File: config.mk
export PLATFORM = sky130hd
export DESIGN_NAME = rle_param
export DESIGN_NICKNAME = d
export VERILOG_FILES = /design/src/rtl/rle_param.sv
export SDC_FILE = /design/constraint.sdc
export NUM_CORES = 1
export LEC_CHECK = 0
export BUFFER_PORTS_ARGS = -buffer_cell sky130_fd_sc_hd__buf_4
export CAP_MARGIN = 10
export CORE_UTILIZATION = 45
export DETAILED_ROUTE_END_ITERATION = 8
export GPL_TIMING_DRIVEN = 0
export PLACE_DENSITY = 0.67
export SYNTH_ARGS = -nofsm -noshare
export SYNTH_HDL_FRONTEND = slang
export SYNTH_SLANG_ARGS = --single-unit
File: constraint.sdc
create_clock -name clk -period 3 [get_ports clk]
set_input_delay 0.3 -clock clk [delete_from_list [all_inputs] [get_ports clk]]
set_output_delay 0.3 -clock clk [all_outputs]
set_load 0.02 [all_outputs]
File: src/rtl/rle_param.sv
// rtl/rle_param.sv - byte run-length encoder reading and writing a single-port DPSRAM
// Optional feature macro: RLE_CHECKSUM_EN (adds a 32-bit byte-sum output).
module rle_param #(
  parameter int ADDR_W  = 16,
  parameter int MAX_RUN = 255
) (
  input  logic              clk,
  input  logic              nreset,
  input  logic              start,
  input  logic [31:0]       message_addr,
  input  logic [31:0]       message_size,
  input  logic [31:0]       rle_addr,
  output logic [31:0]       rle_size,
  output logic              done,
  output logic              busy,
`ifdef RLE_CHECKSUM_EN
  output logic [31:0]       checksum,
`endif
  output logic              port_A_clk,
  output logic [ADDR_W-1:0] port_A_addr,
  output logic              port_A_we,
  output logic [31:0]       port_A_data_in,
  input  logic [31:0]       port_A_data_out
);

  localparam logic [7:0] MAX_CNT = 8'(MAX_RUN);

  typedef enum logic [2:0] {IDLE, RD_REQ, RD_WAIT, SCAN, WR, DONE} state_t;

  state_t            state, next_state;
  logic [ADDR_W-1:0] rd_addr, wr_addr;
  logic [31:0]       remaining;
  logic [1:0]        idx;
  logic [31:0]       word_reg;
  logic [7:0]        run_sym, run_cnt;
  logic              run_valid;
  logic [15:0]       pend_lo;
  logic              have_lo;

  logic              start_ok, consume, flush, extend, emit, full;
  logic [7:0]        byte_cur;
  logic [15:0]       pair;
  logic [31:0]       wr_word, wr_inc;

  assign port_A_clk = clk;

  // State register
  always_ff @(posedge clk or negedge nreset) begin
    if (!nreset) state <= IDLE;
    else         state <= next_state;
  end

  // Byte evaluation and next-state selection
  always_comb begin
    start_ok   = ((state == IDLE) || (state == DONE)) && start;
    byte_cur   = word_reg[{idx, 3'b000} +: 8];
    consume    = (state == SCAN) && (remaining != 32'd0);
    flush      = (state == SCAN) && (remaining == 32'd0) && run_valid;
    extend     = consume && run_valid && (byte_cur == run_sym) && (run_cnt < MAX_CNT);
    emit       = (consume && run_valid && !extend) || flush;
    pair       = {run_sym, run_cnt};
    full       = emit && (have_lo || flush);
    wr_word    = have_lo ? {pair, pend_lo} : {16'h0000, pair};
    wr_inc     = have_lo ? 32'd4 : 32'd2;
    next_state = state;
    case (state)
      IDLE, DONE: if (start_ok) next_state = (message_size == 32'd0) ? SCAN : RD_REQ;
      RD_REQ:     next_state = RD_WAIT;
      RD_WAIT:    next_state = SCAN;
      SCAN: begin
        if (full)                          next_state = WR;
        else if (consume) begin
          if (remaining == 32'd1)          next_state = SCAN;
          else if (idx == 2'd3)            next_state = RD_REQ;
          else                             next_state = SCAN;
        end else                           next_state = DONE;
      end
      WR: begin
        if (remaining == 32'd0)            next_state = run_valid ? SCAN : DONE;
        else if (idx == 2'd0)              next_state = RD_REQ;
        else                               next_state = SCAN;
      end
      default:                             next_state = IDLE;
    endcase
  end

  // Datapath: frame setup, run tracking, pair packing and memory port drive
  always_ff @(posedge clk or negedge nreset) begin
    if (!nreset) begin
      rd_addr        <= '0;
      wr_addr        <= '0;
      remaining      <= '0;
      idx            <= '0;
      word_reg       <= '0;
      run_sym        <= '0;
      run_cnt        <= '0;
      run_valid      <= 1'b0;
      pend_lo        <= '0;
      have_lo        <= 1'b0;
      rle_size       <= '0;
      done           <= 1'b0;
      busy           <= 1'b0;
      port_A_addr    <= '0;
      port_A_we      <= 1'b0;
      port_A_data_in <= '0;
`ifdef RLE_CHECKSUM_EN
      checksum       <= '0;
`endif
    end else begin
      port_A_we <= 1'b0;
      if (start_ok) begin
        remaining <= message_size;
        idx       <= '0;
        run_valid <= 1'b0;
        run_cnt   <= '0;
        have_lo   <= 1'b0;
        rle_size  <= '0;
        done      <= 1'b0;
        busy      <= 1'b1;
        wr_addr   <= rle_addr[ADDR_W-1:0];
`ifdef RLE_CHECKSUM_EN
        checksum  <= '0;
`endif
        if (message_size != 32'd0) begin
          port_A_addr <= message_addr[ADDR_W-1:0];
          rd_addr     <= message_addr[ADDR_W-1:0] + ADDR_W'(4);
        end else begin
          rd_addr     <= message_addr[ADDR_W-1:0];
        end
      end
      if (state == RD_WAIT) word_reg <= port_A_data_out;
      if (consume) begin
        remaining <= remaining - 32'd1;
        idx       <= idx + 2'd1;
`ifdef RLE_CHECKSUM_EN
        checksum  <= checksum + {24'h0, byte_cur};
`endif
        if (extend) begin
          run_cnt <= run_cnt + 8'd1;
        end else begin
          run_sym   <= byte_cur;
          run_cnt   <= 8'd1;
          run_valid <= 1'b1;
        end
      end
      if (flush) run_valid <= 1'b0;
      if (emit && !full) begin
        pend_lo <= pair;
        have_lo <= 1'b1;
      end
      if (full) begin
        port_A_we      <= 1'b1;
        port_A_addr    <= wr_addr;
        port_A_data_in <= wr_word;
        wr_addr        <= wr_addr + ADDR_W'(4);
        rle_size       <= rle_size + wr_inc;
        have_lo        <= 1'b0;
      end
      if (((state == SCAN) || (state == WR)) && (next_state == RD_REQ)) begin
        port_A_addr <= rd_addr;
        rd_addr     <= rd_addr + ADDR_W'(4);
      end
      if (((state == SCAN) || (state == WR)) && (next_state == DONE)) begin
        done <= 1'b1;
        busy <= 1'b0;
      end
    end
  end

endmodule

Word-level counts from Yosys, hierarchy flattened

Cells that the tools add are included.

Register bits after elaboration: 218
Bits of input ports: 131
Logic and storage cells: 112

Add/sub/neg operators: 7
Order comparisons: 1
Eq/ne operators: 10
Shift operators: 1
Multiplexer cells: 41
Bitwise logic cells: 1
Reductions and logical operators: 34

Operators with widths:

| kind                                                | count |
|---|---|
| 2-to-1 mux 32 bit                                   | 5 |
| 2-to-1 mux 16 bit                                   | 9 |
| logical NOT 32 bit                                  | 2 |
| nonzero test 32 bit                                 | 2 |
| adder 16 x 3 -> 16 bit (second input constant)      | 3 |
| adder 32 x 3 -> 32 bit                              | 1 |
| == test 32 x 1 -> 1 bit (second input constant)     | 1 |
| variable part select 32 x 6 -> 8 bit                | 1 |
| subtractor 32 x 1 -> 32 bit (second input constant) | 1 |
| 2-to-1 mux 8 bit                                    | 3 |
| 2-to-1 mux 3 bit                                    | 6 |
| one-hot mux 3 bit (5 select lines)                  | 1 |
| logical AND 1 bit                                   | 12 |
| 2-to-1 mux 2 bit                                    | 6 |
| 2-to-1 mux 1 bit                                    | 11 |
| == test 3 bit (second input constant)               | 3 |
| nonzero test 3 bit                                  | 3 |
| adder 8 x 1 -> 8 bit (second input constant)        | 1 |
| == test 8 bit                                       | 1 |
| < comparator 8 bit (second input constant)          | 1 |
| nonzero test 2 bit                                  | 4 |
| == test 3 x 1 -> 1 bit (second input constant)      | 2 |
| == test 3 x 2 -> 1 bit (second input constant)      | 2 |
| logical OR 1 bit                                    | 4 |
| other kinds (8)                                     | 10 |

Logic depth before layout (Yosys ltp)

Depth in word-level cells: 15
Gate-level depth with buffers: 11
Gate-level depth less buffers: 9

==> impl_metrics.toml <==
[status]
status = "completed"

[timing]
drv_slew = 0
setup_violations = 0
period_needed_ns = 2.91
hold_ws_ns = 0.0270
fin_skew_ns = 0.0166
tightest_slew_ns = 0.856
max_freq_mhz = 344
finalHoldViolations = 0
relSlewSlack = 0.429
period_share = 0.970

[place]
portBuffers = 181
dpl-instance-area_mm2 = 0.0128
gp_congestion = 0.893
dpl.hpwl_um = 22400

[worst_setup_path]
crit_chain = "buf_12 -> mux4_2 -> xnor2_2 -> nand3_2 -> o31ai_4 -> a21o_1 -> inv_2 -> buf_4 -> a22o_1 -> a221o_1"
crit_fanout = 10
cp-end-kind = "register"
start_kind = "register"
cp_top_family = "compound AO/OA/AOI/OAI gates"
crit_buf_inv = 3
cpPeakStageDelay_ns = 0.57
slowest_stage = "mux4_2"
critical_path_required_ns = 3.50
cp.arrival_ns = 3.41
path_class = "reg -> reg"

[power_and_ir_drop]
p_leak_nw = 6.75
powerDensity_mw_per_mm2 = 1020
peakVddDrop_mv = 0.682

[grt]
grt_pass1_wl_um = 51200
grt.total_usage = 0.265
antenna_found_initial = 0
globalRoute.totalOverflow = 0
grt_pass1_vias = 9465
grt_max_degree = 110

[routing]
dr.pass1.iters = 5
wl_per_cell_um = 19.6
drtAntennaViolNets = 0
via_per_inst = 5.76
drc = 0
drtIter0Drc = 766
vias = 9687
wl_um = 32900

[die]
die_x_um = 159
coreArea_mm2 = 0.0238
initial_core_util = 0.465
io_pins = 215
die_area_mm2 = 0.0252
die_h_um = 159
core.rowCount = 56

[layout]
syn_to_final_growth_pct = 34.9
diodes = 0
fin_area_mm2 = 0.0149
fin_nets = 1486
drive_above_1_share = 0.273

[synth]
yosys_warnings = 0
ys_ff_latch = 217
ys_async_sr_fraction = 1.00
synth-edff-count = 0
netlist.area_leader.share = 0.492
synth.most_common_cell = "dfrtp_1"
ys_seq_area_frac = 0.492
ys_top_cells_by_area = "dfrtp_1 49%, mux2_2 4.8%, nand2_1 4.5%, mux2i_1 4.4%, a22o_1 2.8%"
ys.flop_type = "dfrtp_1"
synth_area_leader_cell = "dfrtp_1"
syn_area_per_cell_um2 = 10.6
synthTopCellsByCount = "217 x dfrtp_1, 131 x nand2_1, 60 x nor2_1"
syn_nets = 1181
ys_types = 79
syn-cell-area_mm2 = 0.0110
netlist_instances = 1038

[cts]
cts_tree = "done"
path_clk_slew_ns = 0.06
clk_latency_ns = 0.64

[worst_hold_path]
hold_class = "in -> reg"

[job]
drv_cap = 0
==> per-stage QoR <==
step / util / instances / power (mW) / TNS [ns] / setup WS [ns]
final: 0.627 / 1681 / 15.2 / 0 / 0.0905
after global routing: 0.627 / 1681 / 16.1 / -0.00772 / -0.00519
after CTS: 0.621 / 1674 / 15.0 / -0.0130 / -0.00642
after detailed placement: 0.540 / 1540 / 11.3 / -26.13 / -0.490
after global placement: 0.539 / 1538 / 11.1 / -25.34 / -0.465
after floorplan: - / 1038 / 9.09 / 0 / 0.221
==> where the power goes <==
group	leakage [nW]	total (mW)	switching (mW)	internal (mW)
Sequential	2.70	5.13	1.03	4.10
Clock	0.493	3.50	1.26	2.23
Combinational	3.56	6.57	3.57	3.00
==> layout by cell type, fill, tap and decap left out, types with 6 or more instances in the layout <==
cell,count
a211oi_1,7
a21oi_1,22
a221o_1,26
a22o_1,35
and2_1,6
and3_1,18
and4_1,6
buf_2,9
buf_4,203
clkbuf_1,28
clkbuf_16,28
clkbuf_8,10
dfrtp_1,214
dlygate4sd3_1,80
ha_1,11
inv_1,22
mux2_1,9
mux2_2,47
mux2i_1,48
mux4_2,8
nand2_1,130
nand2b_1,7
nand3_1,38
nand4_1,14
nor2_1,60
nor3_1,26
nor4_1,17
o211ai_1,13
o21ai_0,42
o311ai_0,6
o311ai_1,7
or3_1,10
xnor2_1,15
==> metal layers <==
metal / share of wire / GRT usage / wire, um / vias up
met5: 0 / 0 / 0 / -
met4: 0.027 / 0.0824 / 899 / 0
met3: 0.070 / 0.0493 / 2310 / 61
met2: 0.47 / 0.437 / 15600 / 326
met1: 0.43 / 0.352 / 14100 / 4816
li1: - / - / - / 4484
==> worst paths after layout <==
kind	cells after the start	slack, ns	startpoint	end
worst max-delay path	10	0.09	idx[0]	port_A_addr[13]
worst min-delay path	4	0.03	message_addr[9]	rd_addr[9]
worst max register to register	10	0.09	idx[0]	port_A_addr[13]
worst min register to register	1	0.48	remaining[27]	remaining[27]
max in group asynchronous	3	1.62	nreset	idx[0]
min in group asynchronous	2	0.33	nreset	port_A_addr[4]
==> layout make-up <==
cell class	instances	area (um2)
plain buffers	60	353
multi-input cells	738	5360
flip-flops and latches	217	5430
clock buffers	42	857
clock inverters	8	119
repair buffers	274	2280
fillers	1921	8860
well taps	319	399
inverters	23	86.3
==> tightest hold or removal path, stage by stage <==
cell	delay, ns
buf_4	0.11
xor2_1	0.06
nor2_1	0.09
a31oi_1	0.05
==> cells by family after synthesis <==
family,after synthesis,share of synthesized area
adder cells (fa/ha/maj),12,0.0143
other,1,0.000340
multiplexers,113,0.118
XOR/XNOR,23,0.0183
flip-flops,217,0.492
buffers and inverters,84,0.0353
AND/OR/NAND/NOR,367,0.169
AO/OA/AOI/OAI,221,0.152
==> what timing repair did <==
action	in CTS	in global routing
hold endpoints to repair	189	0
pin swaps	3	8
gates cloned	0	1
buffers inserted	5	7
endpoints found under the setup margin	146	130
hold buffers	80	0
gates resized for setup	26	26
Power figures use the tool's default switching activity.
